===== config.mk =====
export PLATFORM = sky130hd
export DESIGN_NAME = mul_div_unit
export DESIGN_NICKNAME = d
export VERILOG_FILES = /design/src/rtl/mul_div_pkg.sv /design/src/rtl/mul_div_sign_cond.sv /design/src/rtl/mul_div_unit.sv
export SDC_FILE = /design/constraint.sdc
export NUM_CORES = 1
export LEC_CHECK = 0
export CELL_PAD_IN_SITES_DETAIL_PLACEMENT = 0
export CELL_PAD_IN_SITES_GLOBAL_PLACEMENT = 1
export CORE_UTILIZATION = 45
export CTS_CLUSTER_DIAMETER = 30
export CTS_CLUSTER_SIZE = 30
export DETAILED_ROUTE_END_ITERATION = 10
export GPL_ROUTABILITY_DRIVEN = 0
export GPL_TIMING_DRIVEN = 0
export PLACE_DENSITY_LB_ADDON = 0.1
export SLEW_MARGIN = 0
export SYNTH_ARGS = -nofsm -noshare
export SYNTH_HDL_FRONTEND = slang
export SYNTH_SLANG_ARGS = --single-unit

===== constraint.sdc =====
create_clock -name clock -period 14 [get_ports clock]
set_input_delay 2.1 -clock clock [delete_from_list [all_inputs] [get_ports clock]]
set_output_delay 2.1 -clock clock [all_outputs]
set_load 0.05 [all_outputs]

===== src/rtl/mul_div_pkg.sv =====
// Shared definitions for the multiply/divide unit.
//   op codes      : MULT, MULTU, DIV, DIVU, MTHI, MTLO (6-7 reserved)
//   state_e       : controller states IDLE, MUL, DIV, FIN
//   cnt_width()   : iteration-counter width for a given operand width
package mul_div_pkg;

  localparam logic [2:0] OpMult  = 3'd0;
  localparam logic [2:0] OpMultu = 3'd1;
  localparam logic [2:0] OpDiv   = 3'd2;
  localparam logic [2:0] OpDivu  = 3'd3;
  localparam logic [2:0] OpMthi  = 3'd4;
  localparam logic [2:0] OpMtlo  = 3'd5;

  typedef enum logic [1:0] {
    StIdle = 2'd0,
    StMul  = 2'd1,
    StDiv  = 2'd2,
    StFin  = 2'd3
  } state_e;

  // Counter holds 0 .. width-1.
  function automatic int unsigned cnt_width(input int unsigned width);
    return $clog2(width);
  endfunction

endpackage


===== src/rtl/mul_div_sign_cond.sv =====
// Sign conditioning for the multiply/divide unit (purely combinational).
//   signed_i        : operation treats operands as two's complement
//   a_i, b_i        : raw operands
//   a_neg_o/b_neg_o : operand is negative (only when signed_i)
//   a_mag_o/b_mag_o : operand magnitudes
//   res_i           : unsigned result {hi, lo}
//   neg_full_i      : negate the full double-width result (product)
//   neg_hi_i        : negate the upper half only (remainder)
//   neg_lo_i        : negate the lower half only (quotient)
//   res_o           : sign-corrected result
module mul_div_sign_cond #(
  parameter int unsigned Width = 32
) (
  input  logic               signed_i,
  input  logic [Width-1:0]   a_i,
  input  logic [Width-1:0]   b_i,
  output logic               a_neg_o,
  output logic               b_neg_o,
  output logic [Width-1:0]   a_mag_o,
  output logic [Width-1:0]   b_mag_o,
  input  logic [2*Width-1:0] res_i,
  input  logic               neg_full_i,
  input  logic               neg_hi_i,
  input  logic               neg_lo_i,
  output logic [2*Width-1:0] res_o
);

  assign a_neg_o = signed_i & a_i[Width-1];
  assign b_neg_o = signed_i & b_i[Width-1];
  // The most-negative value maps onto itself, which is its correct unsigned magnitude.
  assign a_mag_o = a_neg_o ? -a_i : a_i;
  assign b_mag_o = b_neg_o ? -b_i : b_i;

  always_comb begin
    res_o = res_i;
    if (neg_full_i) begin
      res_o = -res_i;
    end else begin
      if (neg_hi_i) res_o[2*Width-1:Width] = -res_i[2*Width-1:Width];
      if (neg_lo_i) res_o[Width-1:0] = -res_i[Width-1:0];
    end
  end

endmodule


===== src/rtl/mul_div_unit.sv =====
// Iterative multiply/divide unit with HI/LO result registers.
//   clock, reset  : rising-edge clock, asynchronous active-high reset
//   start, op     : request strobe and op code (see mul_div_pkg)
//   a, b          : operands (a is also the MTHI/MTLO source)
//   busy          : iterative op in flight
//   done          : one-cycle completion pulse
//   hi, lo        : result registers
//   div_zero      : divide by zero, valid in the done cycle only
// Define MUL_DIV_UNIT_DIV_EN to build the restoring divider; without it DIV/DIVU
// complete in one cycle and leave HI/LO untouched.
module mul_div_unit
  import mul_div_pkg::*;
#(
  parameter int unsigned WIDTH = 32
) (
  input  logic             clock,
  input  logic             reset,
  input  logic             start,
  input  logic [2:0]       op,
  input  logic [WIDTH-1:0] a,
  input  logic [WIDTH-1:0] b,
  output logic             busy,
  output logic             done,
  output logic [WIDTH-1:0] hi,
  output logic [WIDTH-1:0] lo,
  output logic             div_zero
);

  localparam int unsigned     CntW    = cnt_width(WIDTH);
  localparam logic [CntW-1:0] LastCnt = CntW'(WIDTH - 1);

  state_e             state_q, state_d;
  logic [CntW-1:0]    cnt_q, cnt_d;
  logic [2*WIDTH-1:0] acc_q, acc_d;    // {partial product, multiplier} or {remainder, dividend}
  logic [WIDTH-1:0]   opnd_q, opnd_d;  // multiplicand or divisor magnitude
  logic               neg_full_q, neg_full_d;
  logic               neg_hi_q, neg_hi_d;
  logic               neg_lo_q, neg_lo_d;
  logic [WIDTH-1:0]   hi_q, hi_d;
  logic [WIDTH-1:0]   lo_q, lo_d;
  logic               done_q, done_d;
  logic               div_zero_q, div_zero_d;

  logic               op_signed, a_neg, b_neg, mt_hit;
  logic [WIDTH-1:0]   a_mag, b_mag;
  logic [WIDTH:0]     mul_sum;
  logic [2*WIDTH-1:0] mul_step, step_res, final_res;

  assign op_signed = (op == OpMult) || (op == OpDiv);

  mul_div_sign_cond #(
    .Width(WIDTH)
  ) u_sign_cond (
    .signed_i  (op_signed),
    .a_i       (a),
    .b_i       (b),
    .a_neg_o   (a_neg),
    .b_neg_o   (b_neg),
    .a_mag_o   (a_mag),
    .b_mag_o   (b_mag),
    .res_i     (step_res),
    .neg_full_i(neg_full_q),
    .neg_hi_i  (neg_hi_q),
    .neg_lo_i  (neg_lo_q),
    .res_o     (final_res)
  );

  // Shift-add: add multiplicand to the upper half when the multiplier LSB is set, shift right.
  assign mul_sum  = {1'b0, acc_q[2*WIDTH-1:WIDTH]} + ({(WIDTH+1){acc_q[0]}} & {1'b0, opnd_q});
  assign mul_step = {mul_sum, acc_q[WIDTH-1:1]};

`ifdef MUL_DIV_UNIT_DIV_EN
  logic [WIDTH-1:0]   a_q, a_d;        // raw dividend, returned as HI on divide by zero
  logic               dz_q, dz_d;
  logic [WIDTH:0]     div_shift, div_diff;
  logic [2*WIDTH-1:0] div_step;

  // Restoring step: shift next dividend bit into the remainder, keep the difference if no borrow.
  assign div_shift = {acc_q[2*WIDTH-1:WIDTH], acc_q[WIDTH-1]};
  assign div_diff  = div_shift - {1'b0, opnd_q};
  assign div_step  = div_diff[WIDTH] ? {div_shift[WIDTH-1:0], acc_q[WIDTH-2:0], 1'b0}
                                     : {div_diff[WIDTH-1:0], acc_q[WIDTH-2:0], 1'b1};
  assign step_res  = (state_q == StDiv) ? div_step : mul_step;
`else
  assign step_res  = mul_step;
`endif

  // Moves are also accepted in FIN so they can follow a completion back-to-back.
  assign mt_hit = start && ((state_q == StIdle) || (state_q == StFin)) &&
                  ((op == OpMthi) || (op == OpMtlo));

  always_comb begin
    state_d    = state_q;
    cnt_d      = cnt_q;
    acc_d      = acc_q;
    opnd_d     = opnd_q;
    neg_full_d = neg_full_q;
    neg_hi_d   = neg_hi_q;
    neg_lo_d   = neg_lo_q;
    hi_d       = hi_q;
    lo_d       = lo_q;
    done_d     = 1'b0;
    div_zero_d = 1'b0;
`ifdef MUL_DIV_UNIT_DIV_EN
    a_d        = a_q;
    dz_d       = dz_q;
`endif

    if (mt_hit) begin
      done_d = 1'b1;
      if (op == OpMthi) hi_d = a;
      else              lo_d = a;
    end

    unique case (state_q)
      StIdle: begin
        if (start) begin
          case (op)
            OpMult, OpMultu: begin
              state_d    = StMul;
              cnt_d      = '0;
              acc_d      = {{WIDTH{1'b0}}, b_mag};
              opnd_d     = a_mag;
              neg_full_d = a_neg ^ b_neg;
              neg_hi_d   = 1'b0;
              neg_lo_d   = 1'b0;
            end
            OpDiv, OpDivu: begin
`ifdef MUL_DIV_UNIT_DIV_EN
              state_d    = StDiv;
              cnt_d      = '0;
              acc_d      = {{WIDTH{1'b0}}, a_mag};
              opnd_d     = b_mag;
              neg_full_d = 1'b0;
              neg_hi_d   = a_neg;
              neg_lo_d   = a_neg ^ b_neg;
              a_d        = a;
              dz_d       = (b == '0);
`else
              done_d     = 1'b1;
`endif
            end
            default: ;
          endcase
        end
      end
      StMul: begin
        acc_d = step_res;
        cnt_d = cnt_q + CntW'(1);
        if (cnt_q == LastCnt) begin
          state_d = StFin;
          cnt_d   = '0;
          done_d  = 1'b1;
          hi_d    = final_res[2*WIDTH-1:WIDTH];
          lo_d    = final_res[WIDTH-1:0];
        end
      end
      StDiv: begin
`ifdef MUL_DIV_UNIT_DIV_EN
        acc_d = step_res;
        cnt_d = cnt_q + CntW'(1);
        if (cnt_q == LastCnt) begin
          state_d = StFin;
          cnt_d   = '0;
          done_d  = 1'b1;
          if (dz_q) begin
            hi_d       = a_q;
            lo_d       = '1;
            div_zero_d = 1'b1;
          end else begin
            hi_d = final_res[2*WIDTH-1:WIDTH];
            lo_d = final_res[WIDTH-1:0];
          end
        end
`else
        state_d = StIdle;
`endif
      end
      StFin: state_d = StIdle;
    endcase
  end

  always_ff @(posedge clock or posedge reset) begin
    if (reset) begin
      state_q    <= StIdle;
      cnt_q      <= '0;
      acc_q      <= '0;
      opnd_q     <= '0;
      neg_full_q <= 1'b0;
      neg_hi_q   <= 1'b0;
      neg_lo_q   <= 1'b0;
      hi_q       <= '0;
      lo_q       <= '0;
      done_q     <= 1'b0;
      div_zero_q <= 1'b0;
`ifdef MUL_DIV_UNIT_DIV_EN
      a_q        <= '0;
      dz_q       <= 1'b0;
`endif
    end else begin
      state_q    <= state_d;
      cnt_q      <= cnt_d;
      acc_q      <= acc_d;
      opnd_q     <= opnd_d;
      neg_full_q <= neg_full_d;
      neg_hi_q   <= neg_hi_d;
      neg_lo_q   <= neg_lo_d;
      hi_q       <= hi_d;
      lo_q       <= lo_d;
      done_q     <= done_d;
      div_zero_q <= div_zero_d;
`ifdef MUL_DIV_UNIT_DIV_EN
      a_q        <= a_d;
      dz_q       <= dz_d;
`endif
    end
  end

  assign busy     = (state_q == StMul) || (state_q == StDiv);
  assign done     = done_q;
  assign hi       = hi_q;
  assign lo       = lo_q;
  assign div_zero = div_zero_q;

endmodule


# After elaboration in Yosys (flattened, before gate mapping)
# Cells that the tools add are included.
[word_totals]
register_bits = 169
in_bits = 70
[classes]
addsub = 5
eq_ne = 12
mux = 27
reduce_logical = 15
n_bitwise = 4
[ops]
columns = ["operator", "n"]
rows = [
  ["$mux 32", 10],
  ["$mux 64", 3],
  ["$pmux 64 s2", 1],
  ["$neg 32->32", 2],
  ["$neg 64->64", 1],
  ["$add 32x33->33", 1],
  ["$and 33x32->33", 1],
  ["$mux 5", 3],
  ["$pmux 5 s2", 1],
  ["$reduce_and 3->1", 3],
  ["$eq 3x2->1 const B", 2],
  ["$eq 3x3->1 const B", 2],
  ["$mux 2", 3],
  ["$pmux 2 s3", 1],
  ["$reduce_or 2->1", 3],
  ["$add 5x1->5 const B", 1],
  ["$eq 5x5->1 const B", 1],
  ["$eq 2x2->1 const B", 2],
  ["$logic_or 1x1->1", 4],
  ["$mux 1", 4],
  ["$ne 2x2->1 const B", 2],
  ["$eq 3x1->1 const B", 1],
  ["$logic_not 3->1", 1],
  ["$and 1x1->1", 2],
  ["other kinds (7)", 8],
]

# Longest topological paths before layout
[depth]
word_depth = 8
mapped_depth = 15

# Hierarchy
# Synthesis repeated with hierarchy kept, for this count alone.
[unflattened]
hier_cells = 1448
area_unflattened_um2 = 12510.7
[modules_own_cells]
columns = ["mod", "cells_per_inst", "n_inst", "area_per_inst_um2"]
rows = [
  ["mul_div_unit", 924, 1, 9255.1],
  ["mul_div_sign_cond", 524, 1, 3255.6],
]

# Least setup slack after synthesis
# Ideal clock, no wire load.
[synth_path]
path_kind = "in2reg"
startpoint = "in b[9]"
endpoint = "reg acc_q[27]"
arrival_time_ns = 4.361
setup_ns = 0.133
cell_stages = 9
path_buffers = 0
path_slack_ns = 9.506
required_ns = 13.867
cell_sequence = "or4_1 -> or4_1 -> nor3_1 -> nand3b_1 -> o41ai_1 -> xor2_1 -> nor2_1 -> a21oi_1 -> o21ai_0"
[synth_via]
elab_chain_len = 5
[synth_rtl]
columns = ["item", "line_no", "source"]
rows = [
  ["from (decl)", "mul_div_unit.sv:21", "input logic [WIDTH-1:0] b,"],
  ["$neg 32->32", "mul_div_sign_cond.sv:32", "assign b_mag_o = b_neg_o ? -b_i : b_i;"],
  ["$mux 32", "mul_div_sign_cond.sv:32", ""],
  ["$mux 64", "mul_div_unit.sv:118", "case (op)"],
  ["$mux 64", "mul_div_unit.sv:117", "if (start) begin"],
  ["$pmux 64 s2", "mul_div_unit.sv:115", "unique case (state_q)"],
  ["to (signal assigned)", "mul_div_unit.sv:187", "acc_q <= '0;"],
  ["to (signal assigned)", "mul_div_unit.sv:203", "acc_q <= acc_d;"],
  ["to (decl)", "mul_div_unit.sv:34", "logic [2*WIDTH-1:0] acc_q, acc_d;"],
]
# No other way between the ends. The select of a mux whose other input is x is not followed.
# A chain may end at the register's enable or synchronous reset.

# Worst setup path in the final report
[layout_path]
startpoint = "reg acc_q[0]"
endpoint = "reg hi_q[21] (netlist: hi[21])"
[layout_via]
elab_chain_len = 6
[layout_rtl]
columns = ["item", "line_no", "source"]
rows = [
  ["$and 33x32->33 *", "mul_div_unit.sv:69", "assign mul_sum = {1'b0, acc_q[2*WIDTH-1:WIDTH]} + ({(WIDTH+1){acc_q[0]}} & {1'b0, opnd_q});"],
  ["$add 32x33->33 *", "mul_div_unit.sv:69", ""],
  ["$neg 64->64", "mul_div_sign_cond.sv:37", "res_o = -res_i;"],
  ["$mux 64 *", "mul_div_sign_cond.sv:36", "if (neg_full_i) begin"],
  ["$mux 32 *", "mul_div_unit.sv:150", "if (cnt_q == LastCnt) begin"],
  ["$mux 32 *", "mul_div_unit.sv:115", ""],
  ["named net hi_d[21]", "mul_div_unit.sv:39", "logic [WIDTH-1:0] hi_q, hi_d;"],
  ["to (signal assigned)", "mul_div_unit.sv:208", "hi_q <= hi_d;"],
  ["to (decl)", "mul_div_unit.sv:39", ""],
]
# Mark *: on every way through the listed nets, which the timed path passes. The rest lies on a longest branch.

==> impl_metrics.toml <==
[power]
p_switching_mw = 1.67
p_int_mw = 1.62
ir_drop_uv = 96.0
pwr-share-clk_pct = 14.2
leakage_nw = 5.92
p_total_mw = 3.29
netSwitchingFraction_pct = 50.7
power.density_nw_per_um2 = 229
seqPwrFrac_pct = 27.1
p_comb_share_pct = 58.7

[drt]
drt_iter0_drc = 856
drc = 2
drt_wl_total_um = 40200
post_drt_wl_per_cell_um = 20.7
postRouteAntennaNets = 0
vias = 11400
drt_pass1_iterations = 8
drt-vias-per-instance = 5.87

[cells_and_area]
area_delta_synth_final_pct = 19.7
fin_cells = 1938
layout-drive-gt1-share_pct = 3.56
n_antenna_cell = 0
stdcell_area_um2 = 14400
nets = 1700

[clocking]
clock_sinks = 169
cts.repair.resized = 0
insertion_delay_ps = 440
cts_tree = "built"
cts_inserted_buffers = 17
clk_pin_slew_ps = 70
cts_root_buffer = "clkbuf_16"
h-tree-depth = 4
hold_buffers = 0
cts_setup_buffers = 0
clockBufferDepth = 2

[critical_path]
critPathRequiredTime_ps = 14290
crit_family = "compound AO/OA/AOI/OAI gates"
critPathLaunchType = "flop"
slowest_stage = "a2111oi_2"
max_stage_delay_ps = 680
worstPathMaxFanout = 10
crit_path_cell_trace = "clkbuf_1 -> and2_1 -> ha_1 -> fa_1 -> a21oi_1 -> o21ai_0 -> a2111oi_0 -> nor3_1 -> a2111oi_2 -> nand2b_1 -> or4_1 -> o31ai_1 -> xor2_1 -> a21oi_1"
cpMostUsedCell = "a21oi_1"
cp_num_buf_inv = 1
r2r_slack_ps = 8530
crit_type = "reg -> reg"
crit_arrival_ps = 5770
end_kind = "flop"

[logic_synthesis]
synth_edf_count = 0
synthMuxAreaShare_pct = 4.38
avgSynthCellArea_um2 = 8.36
ys_types = 72
synthesis.area_um2 = 12000
synth-main-ff-cell = "dfrtp_1"
synth_fa_ha_area_share_pct = 4.23
synthCells = 1435
synth_warnings = 0
synth-seq-area-share_pct = 35.2
synthXorXnorAreaFrac_pct = 9.85
synth-simple-area-share_pct = 19.8
synth_compound_area_share_pct = 23.0
synth_seq_cells = 169
synth_top_family_by_area = "compound AO/OA/AOI/OAI gates"
synth_fp_nets = 1545
synthArstFlopShare_pct = 100

[worst_hold_path]
worstHoldPathType = "reg -> reg"

[global_routing]
grt_start_max_net_pins = 88
track_usage_pct = 29.9
globalRouteMet2Util_pct = 52.1
grtUsageMet1_pct = 39.2
grt_remaining_overflow = 0
grt_pass1_vias = 11100
antenna_found_initial = 0
top_usage_layer = "met2"
grt.met3_usage_pct = 2.62
grt_first_pass_wirelength_um = 61700

[status]
violations = "DRC"
status = "finished, violations left"

[die]
die_x_um = 165
core_um2 = 26100
die_height_um = 165
rows = 59
die_area_um2 = 27300
start_util_pct = 45.9
io-pin-count = 137

[sta]
slew_headroom_pct = 25.0
hold-worst-slack_ps = 469
setup_tns_ps = 0
period_needed_ps = 5470
max_freq_mhz = 183
setup-violations-final = 0
worst_pin_slew_ps = 1120
period_share_pct = 39.1
drv_slew = 0
hold_viol_final = 0
skew_ps = 17.2
rsz0062_at_grt = "no"

[placed_design]
io_buffers = 134
placedCellCount = 1905
placed_cell_area_um2 = 13800
dp_hpwl_um = 31600

[run]
maxCapViolations = 0
[logic make-up after synthesis]
logic type,count (synthesis)
other,1
and+or+nand+nor,482
AOI/OAI and AO/OA,447
xor gates and xnor gates,135
muxes,52
buffers and inverters,109
DFF,169
adders and majority gates,40
[cell usage in the layout (no fill, tap or decap), types with 10 or more instances in the layout]
cell and instances:
nand2_1 199, o21ai_0 174, dfrtp_1 169, clkdlybuf4s50_1 134, a21oi_1 116, xnor2_1 86, clkbuf_1 85, nor2_1 79
xor2_1 49, mux2i_1 48, and2_1 41, ha_1 39, a22o_1 30, o31ai_1 26, or3_1 23, nor3_1 22
inv_1 19, a211oi_1 17, clkbuf_16 17, or4_1 15, nand4_1 15, nor2b_1 15, nand3_1 13, o41ai_1 12
a21o_1 12, nor4_1 11, nand2b_1 10, o21ai_1 10
[synthesized netlist by cell type, drive strengths merged (3+ instances only)]
cell type | count | area (µm²)
nand3 | 13 | 65.1
or3 | 24 | 155
xnor2 | 86 | 753
inv | 20 | 75.1
a22o | 30 | 263
a2111oi | 4 | 42.5
o211ai | 9 | 72.6
nor3b | 5 | 37.5
nand4 | 16 | 115
a21oi | 116 | 581
dfrtp | 169 | 4230
a211oi | 17 | 128
o41ai | 15 | 176
buf | 6 | 27.5
nor2 | 79 | 297
mux2 | 4 | 45.0
o31ai | 27 | 208
o21bai | 3 | 22.5
xor2 | 49 | 429
nand2b | 10 | 62.6
ha | 39 | 488
or4 | 17 | 135
clkbuf | 83 | 312
nor2b | 15 | 93.8
and3 | 8 | 50.1
a21o | 12 | 90.1
or2 | 5 | 31.3
nand2 | 199 | 747
o21a | 6 | 45.0
and4 | 6 | 52.6
nor3 | 22 | 110
o21ai | 184 | 921
mux2i | 48 | 480
nor4 | 12 | 81.3
and2 | 41 | 257
a31oi | 5 | 31.3
[worst paths after layout]
kind                                        start                      to  cells past startpoint
max                          acc_q[0]$_DFFE_PP0P_        hi[21]$_DFF_PP0_                     14
min                        opnd_q[21]$_DFFE_PP0P_  opnd_q[21]$_DFFE_PP0P_                      2
max reg2reg                  acc_q[0]$_DFFE_PP0P_        hi[21]$_DFF_PP0_                     14
min reg2reg                opnd_q[21]$_DFFE_PP0P_  opnd_q[21]$_DFFE_PP0P_                      2
max in group asynchronous                   reset  opnd_q[21]$_DFFE_PP0P_                      3
min in group asynchronous                   reset    acc_q[4]$_DFFE_PP0P_                      2
[layout make-up]
cell class / count / area [µm²]
fillers: 2549 / 11800
well taps: 335 / 419
repair buffers: 136 / 1370
clock inverters: 12 / 118
flip-flops and latches: 169 / 4230
inverters: 20 / 82.6
multi-input cells: 1157 / 7360
clock buffers: 20 / 447
plain buffers: 89 / 339
[flip-flops by register name, summed over array words and instances (netlist names)]
register and cells:
lo 32, neg_full_q 1, state_q 2, opnd_q 32, done 1, cnt_q 5
hi 32, acc_q 64
[tightest hold or removal path, cell delays in order, from the launching register on]
cell     delay, ps
dfrtp_1        330
nand2_1         50
o21ai_0         60
[per-layer routing]
metal / vias to the layer above / share of wire [%]
met3: 59 / 4.4
met4: 0 / 2.4
met5: - / 0
met1: 5495 / 43
li1: 5460 / -
met2: 353 / 50
[per-stage QoR]
stage	setup WS [ps]	utilization [%]
2_1_floorplan	7320	-
4_1_cts	8540	54.9
5_1_grt	8260	55.0
3_3_place_gp	4930	52.7
6_report	8530	55.0
3_5_place_dp	8520	52.8
[power by group through the flow]
stage | clock (mW) | combinational (mW) | sequential [mW]
after floorplan | 0 | 1.01 | 1.17
after global placement | 0 | 1.89 | 0.891
after detailed placement | 0 | 1.91 | 0.895
after CTS | 0.470 | 1.92 | 0.889
after global routing | 0.492 | 2.09 | 0.916
final | 0.466 | 1.93 | 0.891
Note: power is estimated with default switching activity, not from simulation.
